File: src/rtl/kr_pkg.sv
// -----------------------------------------------------------------------------
// kr_pkg
//
// Shared types and helpers for the Knight Rider LED scanner.
//   kr_mode_e  : scan mode as driven on mode_i
//   kr_pos_w() : width of the head-position index for a given LED count
//   onehot()   : LED mask for a single index, zero when the index is out of range
// -----------------------------------------------------------------------------
package kr_pkg;

    typedef enum logic [1:0] {
        KR_BOUNCE    = 2'd0,
        KR_RING_UP   = 2'd1,
        KR_RING_DOWN = 2'd2,
        KR_HOLD      = 2'd3
    } kr_mode_e;

    // Widest LED bank the scanner supports; onehot() returns this many bits.
    localparam int KR_MAX_WIDTH = 64;

    // Position index width; a 2-LED bank still needs one bit.
    function automatic int kr_pos_w(input int width);
        return (width < 2) ? 1 : $clog2(width);
    endfunction

    function automatic logic [KR_MAX_WIDTH-1:0] onehot(input int unsigned idx,
                                                       input int unsigned width);
        return (idx < width) ? (64'd1 << idx) : '0;
    endfunction

endpackage

File: src/rtl/kr_prescaler.sv
// -----------------------------------------------------------------------------
// kr_prescaler
//
// Programmable step-rate divider. Produces one tick every div_i+1 enabled
// clocks. The compare is ">=" so that lowering div_i below the running count
// fires on the next enabled cycle instead of wrapping through 2^DIV_W.
//
// Ports:
//   clk_i      system clock
//   sys_rst_i  asynchronous active-low reset (count returns to 0)
//   en_i       count enable; low holds the count and suppresses the tick
//   div_i      compare value
//   tick_o     combinational tick, high in the cycle whose edge commits a step
// -----------------------------------------------------------------------------
module kr_prescaler #(
    parameter int DIV_W = 24
) (
    input  logic             clk_i,
    input  logic             sys_rst_i,
    input  logic             en_i,
    input  logic [DIV_W-1:0] div_i,
    output logic             tick_o
);

    logic [DIV_W-1:0] cnt_q;
    logic             hit;

    assign hit    = (cnt_q >= div_i);
    assign tick_o = en_i & hit;

    always_ff @(posedge clk_i or negedge sys_rst_i) begin
        if (!sys_rst_i) begin
            cnt_q <= '0;
        end else if (en_i) begin
            cnt_q <= hit ? '0 : cnt_q + DIV_W'(1);
        end
    end

endmodule

File: src/rtl/knight_rider_scanner.sv
// -----------------------------------------------------------------------------
// knight_rider_scanner
//
// Parametrised Knight Rider LED scanner: a head LED sweeps the bank in one of
// four runtime-selectable modes, followed by a TAIL-deep trail of its previous
// positions. Step rate comes from the integrated kr_prescaler.
//
// Optional build macro: KR_DWELL_EN -- in BOUNCE mode the head pauses for DWELL
// extra steps at each end before reversing (history keeps shifting, so the
// tail collapses into the head). Without the macro the reversal is immediate
// and no dwell counter exists.
//
// Ports:
//   clk_i      system clock
//   sys_rst_i  asynchronous active-low reset
//   en_i       run enable; low freezes prescaler and scan state
//   mode_i     0=BOUNCE 1=RING_UP 2=RING_DOWN 3=HOLD, sampled on each step
//   div_i      prescaler compare; step period is div_i+1 clocks
//   led_o      head plus tail LED pattern
//   pos_o      head index (scan state, observable)
//   dir_o      1 = head moving toward the MSB (scan state, observable)
//   step_o     one-cycle pulse in the first cycle of each new step
//   wrap_o     one-cycle pulse, coincident with step_o, on a reversal or wrap
//
// Output protocol: step_o is a pure qualifier pulse with no back-pressure.
// In the cycle step_o is high, pos_o/dir_o/led_o/wrap_o all show the new step
// together; wrap_o is never high without step_o. All outputs are flops.
// -----------------------------------------------------------------------------
module knight_rider_scanner
    import kr_pkg::*;
#(
    parameter  int WIDTH = 8,
    parameter  int DIV_W = 24,
    parameter  int TAIL  = 2,
    parameter  int DWELL = 2,
    localparam int PW    = kr_pos_w(WIDTH)
) (
    input  logic             clk_i,
    input  logic             sys_rst_i,
    input  logic             en_i,
    input  logic [1:0]       mode_i,
    input  logic [DIV_W-1:0] div_i,
    output logic [WIDTH-1:0] led_o,
    output logic [PW-1:0]    pos_o,
    output logic             dir_o,
    output logic             step_o,
    output logic             wrap_o
);

    // Elaboration-time parameter range checks.
    if (WIDTH < 2 || WIDTH > KR_MAX_WIDTH) begin : g_bad_width
        $error("knight_rider_scanner: WIDTH must be 2..64");
    end
    if (TAIL < 0 || TAIL > WIDTH - 1) begin : g_bad_tail
        $error("knight_rider_scanner: TAIL must be 0..WIDTH-1");
    end
    if (DWELL < 1 || DWELL > 15) begin : g_bad_dwell
        $error("knight_rider_scanner: DWELL must be 1..15");
    end

    localparam logic [PW-1:0] POS_MAX = PW'(WIDTH - 1);
    localparam logic [PW-1:0] POS_ONE = PW'(1);

    kr_mode_e         mode;
    logic             tick;
    logic [PW-1:0]    pos_q, pos_n;
    logic             dir_q, dir_n;
    logic             wrap_q, wrap_n;
    logic             step_q;
    logic             shift_n;
    logic             at_end;
    logic [WIDTH-1:0] led_q, led_n;
    logic [WIDTH-1:0] tail_n;

    assign mode = kr_mode_e'(mode_i);

    kr_prescaler #(
        .DIV_W (DIV_W)
    ) u_prescaler (
        .clk_i     (clk_i),
        .sys_rst_i (sys_rst_i),
        .en_i      (en_i),
        .div_i     (div_i),
        .tick_o    (tick)
    );

    // Heading into an end LED in BOUNCE: this step reverses (or dwells first).
    assign at_end = (dir_q && pos_q == POS_MAX) || (!dir_q && pos_q == '0);

`ifdef KR_DWELL_EN
    localparam logic [3:0] DWELL_CNT = 4'(DWELL);

    kr_mode_e   mode_q;
    logic [3:0] dwell_q, dwell_n, dwell_eff;

    // A mode change in progress discards any partially served dwell.
    assign dwell_eff = (mode != mode_q) ? 4'd0 : dwell_q;
`endif

    // ---------------------------------------------------------------- state
    always_ff @(posedge clk_i or negedge sys_rst_i) begin
        if (!sys_rst_i) begin
            pos_q   <= '0;
            dir_q   <= 1'b1;
            step_q  <= 1'b0;
            wrap_q  <= 1'b0;
            led_q   <= WIDTH'(1);
`ifdef KR_DWELL_EN
            mode_q  <= KR_BOUNCE;
            dwell_q <= 4'd0;
`endif
        end else begin
            pos_q   <= pos_n;
            dir_q   <= dir_n;
            step_q  <= tick;
            wrap_q  <= wrap_n;
            led_q   <= led_n;
`ifdef KR_DWELL_EN
            mode_q  <= mode;
            dwell_q <= dwell_n;
`endif
        end
    end

    // ----------------------------------------------------------- next state
    always_comb begin
        pos_n   = pos_q;
        dir_n   = dir_q;
        wrap_n  = 1'b0;
        shift_n = 1'b0;
`ifdef KR_DWELL_EN
        dwell_n = dwell_eff;
`endif
        if (tick) begin
            unique case (mode)
                KR_BOUNCE: begin
                    shift_n = 1'b1;
`ifdef KR_DWELL_EN
                    if (at_end && dwell_eff < DWELL_CNT) begin
                        dwell_n = dwell_eff + 4'd1;
                    end else if (at_end) begin
                        dwell_n = 4'd0;
                        dir_n   = !dir_q;
                        pos_n   = dir_q ? POS_MAX - POS_ONE : POS_ONE;
                        wrap_n  = 1'b1;
                    end else begin
                        pos_n = dir_q ? pos_q + POS_ONE : pos_q - POS_ONE;
                    end
`else
                    if (at_end) begin
                        dir_n  = !dir_q;
                        pos_n  = dir_q ? POS_MAX - POS_ONE : POS_ONE;
                        wrap_n = 1'b1;
                    end else begin
                        pos_n = dir_q ? pos_q + POS_ONE : pos_q - POS_ONE;
                    end
`endif
                end
                KR_RING_UP: begin
                    shift_n = 1'b1;
                    dir_n   = 1'b1;
                    if (pos_q == POS_MAX) begin
                        pos_n  = '0;
                        wrap_n = 1'b1;
                    end else begin
                        pos_n = pos_q + POS_ONE;
                    end
                end
                KR_RING_DOWN: begin
                    shift_n = 1'b1;
                    dir_n   = 1'b0;
                    if (pos_q == '0) begin
                        pos_n  = POS_MAX;
                        wrap_n = 1'b1;
                    end else begin
                        pos_n = pos_q - POS_ONE;
                    end
                end
                KR_HOLD: begin
                    // Step is still reported; scan state and history freeze.
                end
                default: begin
                end
            endcase
        end
    end

    // -------------------------------------------------------------- history
    if (TAIL > 0) begin : g_hist
        logic [PW-1:0] hist_q [TAIL];
        logic [PW-1:0] hist_n [TAIL];

        always_comb begin
            hist_n = hist_q;
            if (shift_n) begin
                hist_n[0] = pos_q;
                for (int k = 1; k < TAIL; k++) begin
                    hist_n[k] = hist_q[k-1];
                end
            end
            tail_n = '0;
            for (int k = 0; k < TAIL; k++) begin
                tail_n = tail_n | WIDTH'(onehot(32'(hist_n[k]), WIDTH));
            end
        end

        always_ff @(posedge clk_i or negedge sys_rst_i) begin
            if (!sys_rst_i) begin
                for (int k = 0; k < TAIL; k++) begin
                    hist_q[k] <= '0;
                end
            end else begin
                hist_q <= hist_n;
            end
        end
    end else begin : g_no_hist
        assign tail_n = '0;
    end

    // --------------------------------------------------------------- output
    // LED image of the next state; registered so led_o changes with pos_o.
    always_comb begin
        led_n = WIDTH'(onehot(32'(pos_n), WIDTH)) | tail_n;
    end

    assign led_o  = led_q;
    assign pos_o  = pos_q;
    assign dir_o  = dir_q;
    assign step_o = step_q;
    assign wrap_o = wrap_q;

endmodule

File: config.mk
export PLATFORM = sky130hd
export DESIGN_NAME = knight_rider_scanner
export DESIGN_NICKNAME = d
export VERILOG_FILES = /design/src/rtl/kr_pkg.sv /design/src/rtl/kr_prescaler.sv /design/src/rtl/knight_rider_scanner.sv
export SDC_FILE = /design/constraint.sdc
export NUM_CORES = 1
export LEC_CHECK = 0
export CAP_MARGIN = 40
export CORE_ASPECT_RATIO = 0.6
export CORE_UTILIZATION = 56
export DETAILED_ROUTE_END_ITERATION = 6
export GPL_TIMING_DRIVEN = 0
export PLACE_DENSITY = 0.92
export SYNTH_ARGS = -nofsm -noshare
export SYNTH_HDL_FRONTEND = slang
export SYNTH_HIERARCHICAL = 1
export SYNTH_SLANG_ARGS = --single-unit
File: constraint.sdc
create_clock -name clk_i -period 3.45 [get_ports clk_i]
set_input_delay 0.8625 -clock clk_i [delete_from_list [all_inputs] [get_ports clk_i]]
set_output_delay 0.8625 -clock clk_i [all_outputs]
set_load 0.03 [all_outputs]
==> metrics.txt <==
status=finished, violations left; failing checks=DRC; Max Cap Viol=0; post-synth net total=407; commonest non-fill, non-tap cell in the layout=dfrtp_1; Setup crit start kind=input pin; net switching power=about 1.7 mW; Routed WL=~11,000 um; critical-path maximum fanout=6; Final Skew=around 0.0075 ns; gr usage total=30.3%; initial antenna violation count=0; Yosys warning count=6; final net count=485; worst r2r dst=led_o[3]; Critical Path RT=3.65 ns; Post-synth EDFFs=0; unrepaired setup endpoints after global routing=yes; CP Class=input pin to register; async set-or-reset flop fraction in the synthesized netlist=100%; Yosys reg bits=44; synthesized instance count=345; Clk network pwr share=11.0%; Comb power frac=61.8%; hpwl dp=6090 um; Root Buffer=clkbuf_8; total CTS buffers=5; IO Count=43; setup violators final=0; Sink Count=44; Fin. Hold Viols=0; Slew headroom=between 60% and 70%; port bufs=42; CTS tree=yes; Hold Buf Count CTS=0; share of cells above drive strength 1=27.1%; r2r startpoint=u_prescaler/cnt_q[21]; total gr overflow=0; Arr. time, crit path=3.59 ns; n_diodes=0; Worst setup EP type=register; PD cells=821 nW/um^2; r2r setup slk=0.44 ns; insertion delay to the later sink of the worst-skew pair=0.30 ns; clock buffer depth=2; Netlist cell types=slightly above 60; Reg2Reg Depth=12; Util after Layout=80.4%; Remaining DRCs=19; starting DRC count in detailed routing=between 600 and 700; TritonRoute pass-1 iters=7; Internal Power=1.96 mW; Peak VDD IR=0.663 mV; Final Wtd Congestion=0.899; area of the core=about 5600 um^2; total power=3.69 mW; most frequent cells in the layout=42 x dfrtp_1, 31 x inv_1, 29 x clkdlybuf4s50_1; Synth Flop Type=dfrtp_1; vias in the first global route=2,904; Reg power frac=27.2%; first-pass GRT wire length=roughly 14,000 um; fmax=between 200 and 300 MHz; Max Slew Vio Count=0; num rows=21; initial core utilization=around three fifths; Die ar.=6120 um^2; DR WL/cell=22.0 um; routed vias=3,448; CTS clock-pin slew for the worst setup and hold paths=around 0.090 ns; Syn Std Cell Area=~3300 um^2; die height=61.0 um; switching share of power=46.9%; Layout area overhead=38.5%; worst min path class=input pin to asynchronous set/reset pin; H-tree levels=2; Pleak=2.04 nW; largest net degree at the start of global routing=39; Synth Area per Inst=9.42 um^2; Min Hold Slack=0.390 ns; Seq/Total Area, Yosys=33.9%; Final period util=98.5%; Die W=between 100 and 150 um; Fillers=294; fin crit period=3.40 ns; DR vias/cell=slightly below 7; Final ANT Viol Nets=0; Slew @ Worst Pin=0.545 ns
==> metal layers <==
metal / routed length, um / vias to the layer above / track usage (%)
met5: 0 / - / 0
met4: 624 / 0 / 10.1
met3: 1400 / 100 / 6.81
met2: 4850 / 312 / 49.2
met1: 4220 / 1614 / 41.3
li1: - / 1422 / -
==> how the worst max path moves through the flow <==
| stage | from | end | slack (ns) | cells past startpoint |
|---|---|---|---|---|
| global route | div_i[7] | led_o[2] | -0.04 | 13 |
| finish | div_i[7] | led_o[7] | 0.05 | 13 |
| global placement | div_i[15] | led_o[6] | -0.76 | 12 |
| floorplan | div_i[0] | led_o[6] | 0.11 | 12 |
| detailed placement | div_i[14] | led_o[6] | -0.86 | 13 |
| CTS | div_i[0] | led_o[2] | 0.005 | 13 |
==> cells by family after synthesis <==
kind of cell / synth area share (%)
compound gates: 20.7
xor+xnor: 1.89
fa+ha+maj: 12.7
buf+inv: 8.04
flops: 33.9
mux: 3.46
simple gates: 19.2
==> what timing repair did <==
item / 4_1_cts / 5_1_grt
endpoints found under the hold margin: 0 / 0
gates resized for setup: 13 / 58
pin swaps: 5 / 28
setup endpoints to repair: 17 / 8
cloned: 0 / 2
buffers inserted: 10 / 16
==> cell type report <==
cell class | instances | area [um^2] | area share, %
multi-input combinational | 245 | 2220 | 49.3
clock buffer | 5 | 68.8 | 1.53
timing repair buffer | 70 | 697 | 15.5
inverter | 48 | 180 | 4.00
tap | 80 | 100 | 2.22
sequential | 44 | 1100 | 24.5
clock inverter | 3 | 42.5 | 0.945
buffer | 9 | 90.1 | 2.00
==> power groups by stage <==
stage               Clock, mW  Sequential, mW  Combinational (mW)
global route            0.437            1.02                2.41
floorplan                   0            1.02                1.07
detailed placement          0           0.932                1.66
global placement            0           0.920                1.58
finish                  0.408            1.00                2.28
CTS                     0.408           0.938                1.82
==> worst max-delay path, cell delays in order <==
cell	delay, ns
clkdlybuf4s50_1	0.46
inv_1	0.05
ha_1	0.35
a21oi_2	0.23
o2111ai_4	0.16
a41oi_4	0.27
a21oi_4	0.12
nand2b_4	0.11
buf_12	0.16
mux2i_4	0.35
buf_6	0.16
nor3_1	0.04
a311o_1	0.27
==> state kept, by name (all words and copies together) (netlist names) <==
| signal | cells |
|---|---|
| u_prescaler/cnt_q | 24 |
| led_o | 8 |
| g_hist.hist_q | 6 |
| pos_o | 3 |
| dir_o | 1 |
| step_o | 1 |
| wrap_o | 1 |
==> per-stage QoR <==
| step | setup TNS, ns | area [um^2] | std cells | setup WS (ns) |
|---|---|---|---|---|
| after floorplan | 0 | 3250 | 345 | 0.111 |
| after global placement | -8.87 | 3770 | 467 | -0.760 |
| after detailed placement | -10.73 | 3790 | 468 | -0.864 |
| after CTS | 0 | 4050 | 486 | 0.00457 |
| after global routing | -0.142 | 4500 | 504 | -0.0406 |
| final | 0 | 4500 | 504 | 0.0526 |
==> synth_stat cells, types with 3 or more instances <==
| library cell | instances | share of area (%) |
|---|---|---|
| buf_6 | 3 | 1.0 |
| dfrtp_1 | 42 | 32 |
| inv_2 | 6 | 0.69 |
| a31o_1 | 4 | 1.1 |
| nand4_1 | 10 | 1.9 |
| nor2_1 | 17 | 2.0 |
| inv_1 | 42 | 4.8 |
| o31ai_1 | 4 | 0.92 |
| mux2i_1 | 4 | 1.2 |
| o311ai_1 | 3 | 0.81 |
| nand2b_1 | 3 | 0.58 |
| and3_1 | 7 | 1.3 |
| and4_1 | 4 | 1.1 |
| o21ai_0 | 10 | 1.5 |
| nand2_1 | 25 | 2.9 |
| nor2b_1 | 7 | 1.3 |
| a32oi_1 | 4 | 1.1 |
| nor3_1 | 10 | 1.5 |
| o31ai_2 | 3 | 1.2 |
| xnor2_1 | 3 | 0.81 |
| a31oi_1 | 4 | 0.77 |
| o22ai_1 | 4 | 0.77 |
| xor2_1 | 4 | 1.1 |
| o2bb2ai_1 | 4 | 1.1 |
| a21oi_1 | 12 | 1.8 |
| ha_1 | 33 | 13 |
| nand3_1 | 22 | 3.4 |
Note: power is estimated with default switching activity, not from simulation.
